### config.mk
export PLATFORM = sky130hd
export DESIGN_NAME = hazard_pipe_ctrl
export DESIGN_NICKNAME = d
export VERILOG_FILES = /design/src/rtl/hazard_pipe_ctrl.sv
export SDC_FILE = /design/constraint.sdc
export NUM_CORES = 1
export LEC_CHECK = 0
export BUFFER_PORTS_ARGS = -buffer_cell sky130_fd_sc_hd__buf_2
export CAP_MARGIN = 20
export CORE_MARGIN = 2
export CORE_UTILIZATION = 46
export CTS_CLUSTER_DIAMETER = 100
export CTS_CLUSTER_SIZE = 28
export DETAILED_ROUTE_END_ITERATION = 12
export PLACE_DENSITY_LB_ADDON = 0.3
export SLEW_MARGIN = 10
export SYNTH_ARGS = -nofsm -noshare
export SYNTH_HDL_FRONTEND = slang
export SYNTH_SLANG_ARGS = --single-unit
### constraint.sdc
create_clock -name clk -period 2.36 [get_ports clk]
set_input_delay 0.236 -clock clk [delete_from_list [all_inputs] [get_ports clk]]
set_output_delay 0.236 -clock clk [all_outputs]
set_load 0.01 [all_outputs]
### src/rtl/hazard_pipe_ctrl.sv
// hazard_pipe_ctrl: pipeline sequencing for the 5-stage core (load-use, redirect, fetch stall, dmem freeze)
module hazard_pipe_ctrl #(
    parameter int CNT_W            = 32,
    parameter int REDIRECT_PENALTY = 1
) (
    input  logic             clk,
    input  logic             reset,
    input  logic [4:0]       id_rs1,
    input  logic [4:0]       id_rs2,
    input  logic             id_uses_rs1,
    input  logic             id_uses_rs2,
    input  logic             ex_mem_read,
    input  logic [4:0]       ex_rd,
    input  logic             ex_redirect,
    input  logic             imem_ready,
    input  logic             dmem_busy,
    output logic             pc_write_en,
    output logic             if_id_write_en,
    output logic             if_id_flush,
    output logic             id_ex_bubble,
    output logic             pipe_hold,
    output logic [1:0]       ctrl_state,
    output logic [CNT_W-1:0] stall_cycles,
    output logic [CNT_W-1:0] flush_events
);
    typedef enum logic [1:0] {RUN = 2'd0, REDIRECT = 2'd1, FREEZE = 2'd2} state_t;
    localparam logic [3:0] PEN_M1 = 4'(REDIRECT_PENALTY - 1);
    state_t state, state_nxt, saved, saved_nxt, eff;
    logic [3:0] rcnt, rcnt_nxt;
    logic load_use, flush_inc;
    assign ctrl_state = state;
    always_comb begin
        load_use = ex_mem_read && ex_rd != 5'd0 &&
                   ((id_uses_rs1 && id_rs1 == ex_rd) || (id_uses_rs2 && id_rs2 == ex_rd));
        eff = (state == FREEZE) ? saved : state;
        pc_write_en = 1'b1;
        if_id_write_en = 1'b1;
        if_id_flush = 1'b0;
        id_ex_bubble = 1'b0;
        pipe_hold = 1'b0;
        state_nxt = RUN;
        saved_nxt = saved;
        rcnt_nxt = rcnt;
        flush_inc = 1'b0;
        if (reset) begin
            pc_write_en = 1'b0;
            if_id_write_en = 1'b0;
            if_id_flush = 1'b1;
            id_ex_bubble = 1'b1;
        end else if (dmem_busy) begin
            // EX is held, so a pending redirect simply re-presents after the freeze
            pc_write_en = 1'b0;
            if_id_write_en = 1'b0;
            pipe_hold = 1'b1;
            state_nxt = FREEZE;
            saved_nxt = eff;
        end else if (ex_redirect) begin
            if_id_flush = 1'b1;
            id_ex_bubble = 1'b1;
            flush_inc = 1'b1;
            state_nxt = (REDIRECT_PENALTY > 1) ? REDIRECT : RUN;
            rcnt_nxt = (REDIRECT_PENALTY > 1) ? PEN_M1 : rcnt;
        end else if (eff == REDIRECT) begin
            if_id_flush = 1'b1;
            pc_write_en = imem_ready;
            rcnt_nxt = imem_ready ? rcnt - 4'd1 : rcnt;
            state_nxt = (imem_ready && rcnt == 4'd1) ? RUN : REDIRECT;
        end else if (load_use) begin
            pc_write_en = 1'b0;
            if_id_write_en = 1'b0;
            id_ex_bubble = 1'b1;
        end else if (!imem_ready) begin
            pc_write_en = 1'b0;
            if_id_flush = 1'b1;
        end
    end
    always_ff @(posedge clk) begin
        if (reset) begin
            state <= RUN;
            saved <= RUN;
            rcnt <= 4'd0;
            stall_cycles <= '0;
            flush_events <= '0;
        end else begin
            state <= state_nxt;
            saved <= saved_nxt;
            rcnt <= rcnt_nxt;
            if (!pc_write_en && !(&stall_cycles)) stall_cycles <= stall_cycles + CNT_W'(1);
            if (flush_inc && !(&flush_events)) flush_events <= flush_events + CNT_W'(1);
        end
    end
endmodule
* Word-level counts from Yosys, hierarchy flattened
Index checks and enable logic that the tools add are counted.
** Storage, ports and cells
- Register bits after elaboration :: 72
- Logic and storage cells :: 65
** Cells by class
- $add $sub $neg :: 3
- Eq/ne operators :: 5
- Muxes and demuxes :: 32
- Bitwise operators :: 3
- Reductions and logical operators :: 16
** Operators with widths (count)
- 32-bit by 1-bit adder with 32-bit output (second input constant) :: 2
- 32-bit AND reduction :: 2
- 1-bit two-way mux :: 30
- 5-bit == test :: 2
- 1-bit logical AND :: 7
- 5-bit nonzero test :: 1
- 4-bit by 1-bit == test with 1-bit output (second input constant) :: 1
- 2-bit two-way mux :: 2
- 4-bit AND reduction :: 1
- 4-bit OR reduction :: 1
- 4-bit by 1-bit subtractor with 4-bit output (second input constant) :: 1
- 1-bit zero test :: 3
- 1-bit NOT :: 3
- 2-bit by 1-bit == test with 1-bit output (second input constant) :: 1
- 2-bit == test (second input constant) :: 1
- 1-bit logical OR :: 1

* Logic depth before layout (Yosys ltp)
- Depth in word-level cells :: 11
- Mapped depth :: 10
- Mapped depth without buffers :: 8

* Least setup slack after synthesis
OpenSTA, ideal clock, no wires.
- Kind :: register -> register
- From :: register stall_cycles[7]
- To :: register stall_cycles[20]
- Setup time :: 0.123 ns
- Arrival :: 2.135 ns
- Path slack :: 0.101 ns
- Stages on the path, launching flop included :: 9
- Buffers on the path :: 1
- Period minus slack after synthesis :: 2.259 ns
- Cells stage by stage :: dfxtp_1 -> nand4_1 -> or4_4 -> nor3_2 -> and2_1 -> buf_4 -> nor2_1 -> nand4_1 -> mux2_1
** On the way
- Longest elaborated chain between the ends :: 3
- Elaborated cells on any way between the ends :: 4
- Those cells by class :: add/sub (1); reduce/logical (3)
** Ends and longest elaborated chain
- start: declaration :: line 23 : output logic [CNT_W-1:0] stall_cycles,
- start signal: assignment :: line 88 : if (!pc_write_en && !(&stall_cycles)) stall_cycles <= stall_cycles + CNT_W'(1);
- branches (longest 3 deep; another with 32-bit by 1-bit adder with 32-bit output)
Parallel ways; which one is timed is not known.
A chain may end at the register's enable or synchronous reset.

* Final worst setup path
- From :: register state[0] (netlist: ctrl_state[0])
- To :: register stall_cycles[14]
** On the way
- Longest elaborated chain between the ends :: 9
** Ends and longest elaborated chain
- start: declaration :: line 28 : state_t state, state_nxt, saved, saved_nxt, eff;
- start signal: assignment :: line 85 : state <= state_nxt;
- 2-bit == test :: line 35 : eff = (state == FREEZE) ? saved : state;
- 2-bit two-way mux (*) :: line 35
- 2-bit by 1-bit == test with 1-bit output (*) :: line 63 : end else if (eff == REDIRECT) begin
- 1-bit two-way mux (*) :: line 63
- 1-bit two-way mux (*) :: line 57 : end else if (ex_redirect) begin
- 1-bit two-way mux (*) :: line 50 : end else if (dmem_busy) begin
- 1-bit two-way mux (*) :: line 45 : if (reset) begin
- 1-bit zero test (*) :: line 88
- 1-bit logical AND (*) :: line 88
Mark *: on every way between the ends. The rest lies on a longest branch, timed or not.

==> results.sh <==
export IMPL_p_leak_nw=1.85
export IMPL_final_common_cell="buf_2"
export IMPL_drv_slew=0
export IMPL_crit_start="ctrl_state[0]"
export IMPL_start_util_pct=46.9
export IMPL_cts_buffers=9
export IMPL_drt_initial_drc_count=223
export IMPL_fin_setup_tns_ns=0
export IMPL_cts_max_path_buffers=2
export IMPL_worst_ir_drop_vdd_v=0.000282
export IMPL_synth_flop_cell="dfxtp_1"
export IMPL_antenna_cells=0
export IMPL_timing_rr_end="stall_cycles[14]"
export IMPL_vias=3402
export IMPL_clock_skew_ns=0.0121
export IMPL_synth_enable_flop_cells=0
export IMPL_rows=32
export IMPL_hold_viol=0
export IMPL_syn_area_per_cell_um2=8.29
export IMPL_grt_pass1_vias=3035
export IMPL_startpoint_type="flip-flop"
export IMPL_whs_ns=0.175
export IMPL_die_width_um=92.3
export IMPL_clk_pin_slew_ns=0.08
export IMPL_critPathBufInv=1
export IMPL_syn_inst=433
export IMPL_post_cts_buffers=0
export IMPL_tightestPinTransition_ns=0.782
export IMPL_yosysWarningCount=0
export IMPL_drt_wirelength_per_cell_um=13.0
export IMPL_holdBufCountCts=0
export IMPL_drt_total_wl_um=8500
export IMPL_finalWeightedCongestion=0.827
export IMPL_io_buffers=93
export IMPL_antenna_found_initial=0
export IMPL_maxCapViolCount=0
export IMPL_setup_viol=0
export IMPL_hp_class="in -> reg"
export IMPL_hp_start="dmem_busy"
export IMPL_via_per_inst=5.21
export IMPL_h_tree_depth=3
export IMPL_powerDensity_mw_per_mm2=543
export IMPL_clock_sinks=72
export IMPL_relSlewSlack_pct=47.9
export IMPL_final_min_clock_period_ns=2.22
export IMPL_nNetsFinal=573
export IMPL_clk_latency_ns=0.34
export IMPL_worstReg2RegStart="ctrl_state[0]"
export IMPL_cp_slowest_stage_delay_ns=0.43
export IMPL_layout_drive_gt1_share_pct=26.7
export IMPL_crit_family="simple AND/OR/NAND/NOR gates"
export IMPL_ant_nets=0
export IMPL_async_flop_share_pct=0
export IMPL_dp_hpwl_um=6110
export IMPL_ys_seq_elements=72
export IMPL_synth_cell_types=42
export IMPL_synth_area_mm2=0.00359
export IMPL_grtUsageTotal_pct=20.0
export IMPL_cp_max_fo=28
export IMPL_io_pins=94
export IMPL_cpMaxStageDelayCell="nor4b_1"
export IMPL_crit_type="reg -> reg"
export IMPL_crit_required_ns=2.54
export IMPL_holdPathEnd="ctrl_state[0]"
export IMPL_cts_tree="built"
export IMPL_end_kind="flip-flop"
export IMPL_cts_root_buf="clkbuf_8"
export IMPL_hold_path_depth=2
export IMPL_grt_max_degree=78
export IMPL_r2r_cells=8
export IMPL_ys_seq_area_share_pct=40.2
export IMPL_status="finished clean"
export IMPL_synthToLayoutAreaGrowth_pct=27.3
export IMPL_drc=0
export IMPL_rsz0062_at_grt="yes"
export IMPL_die_h_um=92.3
export IMPL_fill_cells=684
export IMPL_overflow=0
export IMPL_fin_crit_sh_pct=93.9
export IMPL_clock_fmax_ghz=0.451
export IMPL_rrSetupSlack_ns=0.14
export IMPL_cp_arrival_ns=2.40
export IMPL_layout_common_cells="buf_2, nor2_1, dfxtp_1"
export IMPL_grt_pass1_wl_um=14000
export IMPL_die_area_mm2=0.00853
export IMPL_core_area_mm2=0.00765
export IMPL_path_cells="nor4bb_1 > a21oi_1 > nor3b_1 > a21oi_2 > buf_12 > nor4b_1 > xnor2_1 > nor2_1"
export IMPL_dr_pass1_iters=4
export IMPL_synth_nets=460
[worst max path at each step]
stage          cells after the start  slack (ns)          endpoint
6_report                           8        0.14  stall_cycles[14]
5_1_grt                            8       0.002  stall_cycles[14]
4_1_cts                            7        0.06  stall_cycles[25]
3_5_place_dp                       8        0.07  stall_cycles[25]
3_3_place_gp                       8        0.12  stall_cycles[20]
2_1_floorplan                      8        0.10  stall_cycles[20]
[cell families (layout without fill, tap and decap cells)]
group / after synthesis / in the layout / synth area share (%)
flops: 72 / 72 / 40.2
xor+xnor: 67 / 67 / 16.3
compound gates: 26 / 26 / 4.46
mux: 5 / 5 / 1.53
fa+ha+maj: 4 / 4 / 1.39
buf+inv: 26 / 144 / 3.14
simple gates: 233 / 233 / 33.0
[worst register-to-register path: stages, from the launching register on]
cell,delay [ns]
dfxtp_1,0.40
nor4bb_1,0.08
a21oi_1,0.29
nor3b_1,0.28
a21oi_2,0.14
buf_12,0.19
nor4b_1,0.43
xnor2_1,0.17
nor2_1,0.07
[Yosys cell counts (all sizes together) (4+ instances only)]
cell type / n / area (um^2)
nor2: 80 / 300
dfxtp: 72 / 1440
xnor2: 52 / 455
nand2: 30 / 113
nor3: 27 / 140
nand3: 22 / 110
nand4: 22 / 138
xor2: 15 / 131
clkbuf: 11 / 41.3
a21oi: 9 / 45.0
and4: 8 / 70.1
inv: 8 / 30.0
o21ai: 8 / 43.8
and3: 7 / 43.8
buf: 7 / 41.3
nor2b: 6 / 37.5
nor4: 6 / 43.8
nor4b: 6 / 52.6
and2: 5 / 31.3
ha: 4 / 50.1
mux2: 4 / 45.0
or3: 4 / 25.0
[state kept, by name, summed over array words and instances, names as in the netlist]
name and flops:
ctrl_state 2, rcnt 4, flush_events 32, saved 2
stall_cycles 32
[layer usage]
| layer | GRT usage [%] | wire length (um) | vias up |
|---|---|---|---|
| met5 | 0 | 0 | - |
| met3 | 3.66 | 371 | 4 |
| met2 | 32.1 | 3990 | 86 |
| met4 | 6.84 | 46 | 0 |
| met1 | 27.1 | 4100 | 1594 |
| li1 | - | - | 1718 |
[per-stage QoR]
step	util [%]	total power, W	setup WS, ns	instances	area [um^2]
3_5_place_dp	56.5	0.00141	0.0729	637	4320
3_3_place_gp	56.5	0.00141	0.119	637	4320
4_1_cts	59.4	0.00251	0.0618	653	4540
6_report	59.7	0.00248	0.145	653	4570
5_1_grt	59.7	0.00258	0.00169	653	4570
2_1_floorplan	-	0.00134	0.101	433	3590
[power by group]
group	internal (W)	leakage [nW]	switching, W
Clock	0.000630	0.107	0.000469
Combinational	0.0000671	1.16	0.0000879
Sequential	0.00122	0.581	0.00000620
Total	0.00192	1.85	0.000563
[cell type report]
type                       count  area, um^2  share of cell area, %
sequential                    72        1440                   31.6
clock inverter                 4        76.3                   1.67
clock buffer                  12         145                   3.18
inverter                       8        30.0                  0.657
tap                          102         128                   2.79
multi-input combinational    335        2060                   45.2
timing repair buffer         120         684                   15.0
[timing repair]
action                                  4_1_cts  5_1_grt
endpoints found under the setup margin        0       26
endpoints found under the hold margin         0        0
resized for setup                             0        7
Note: power is estimated with default switching activity, not from simulation.
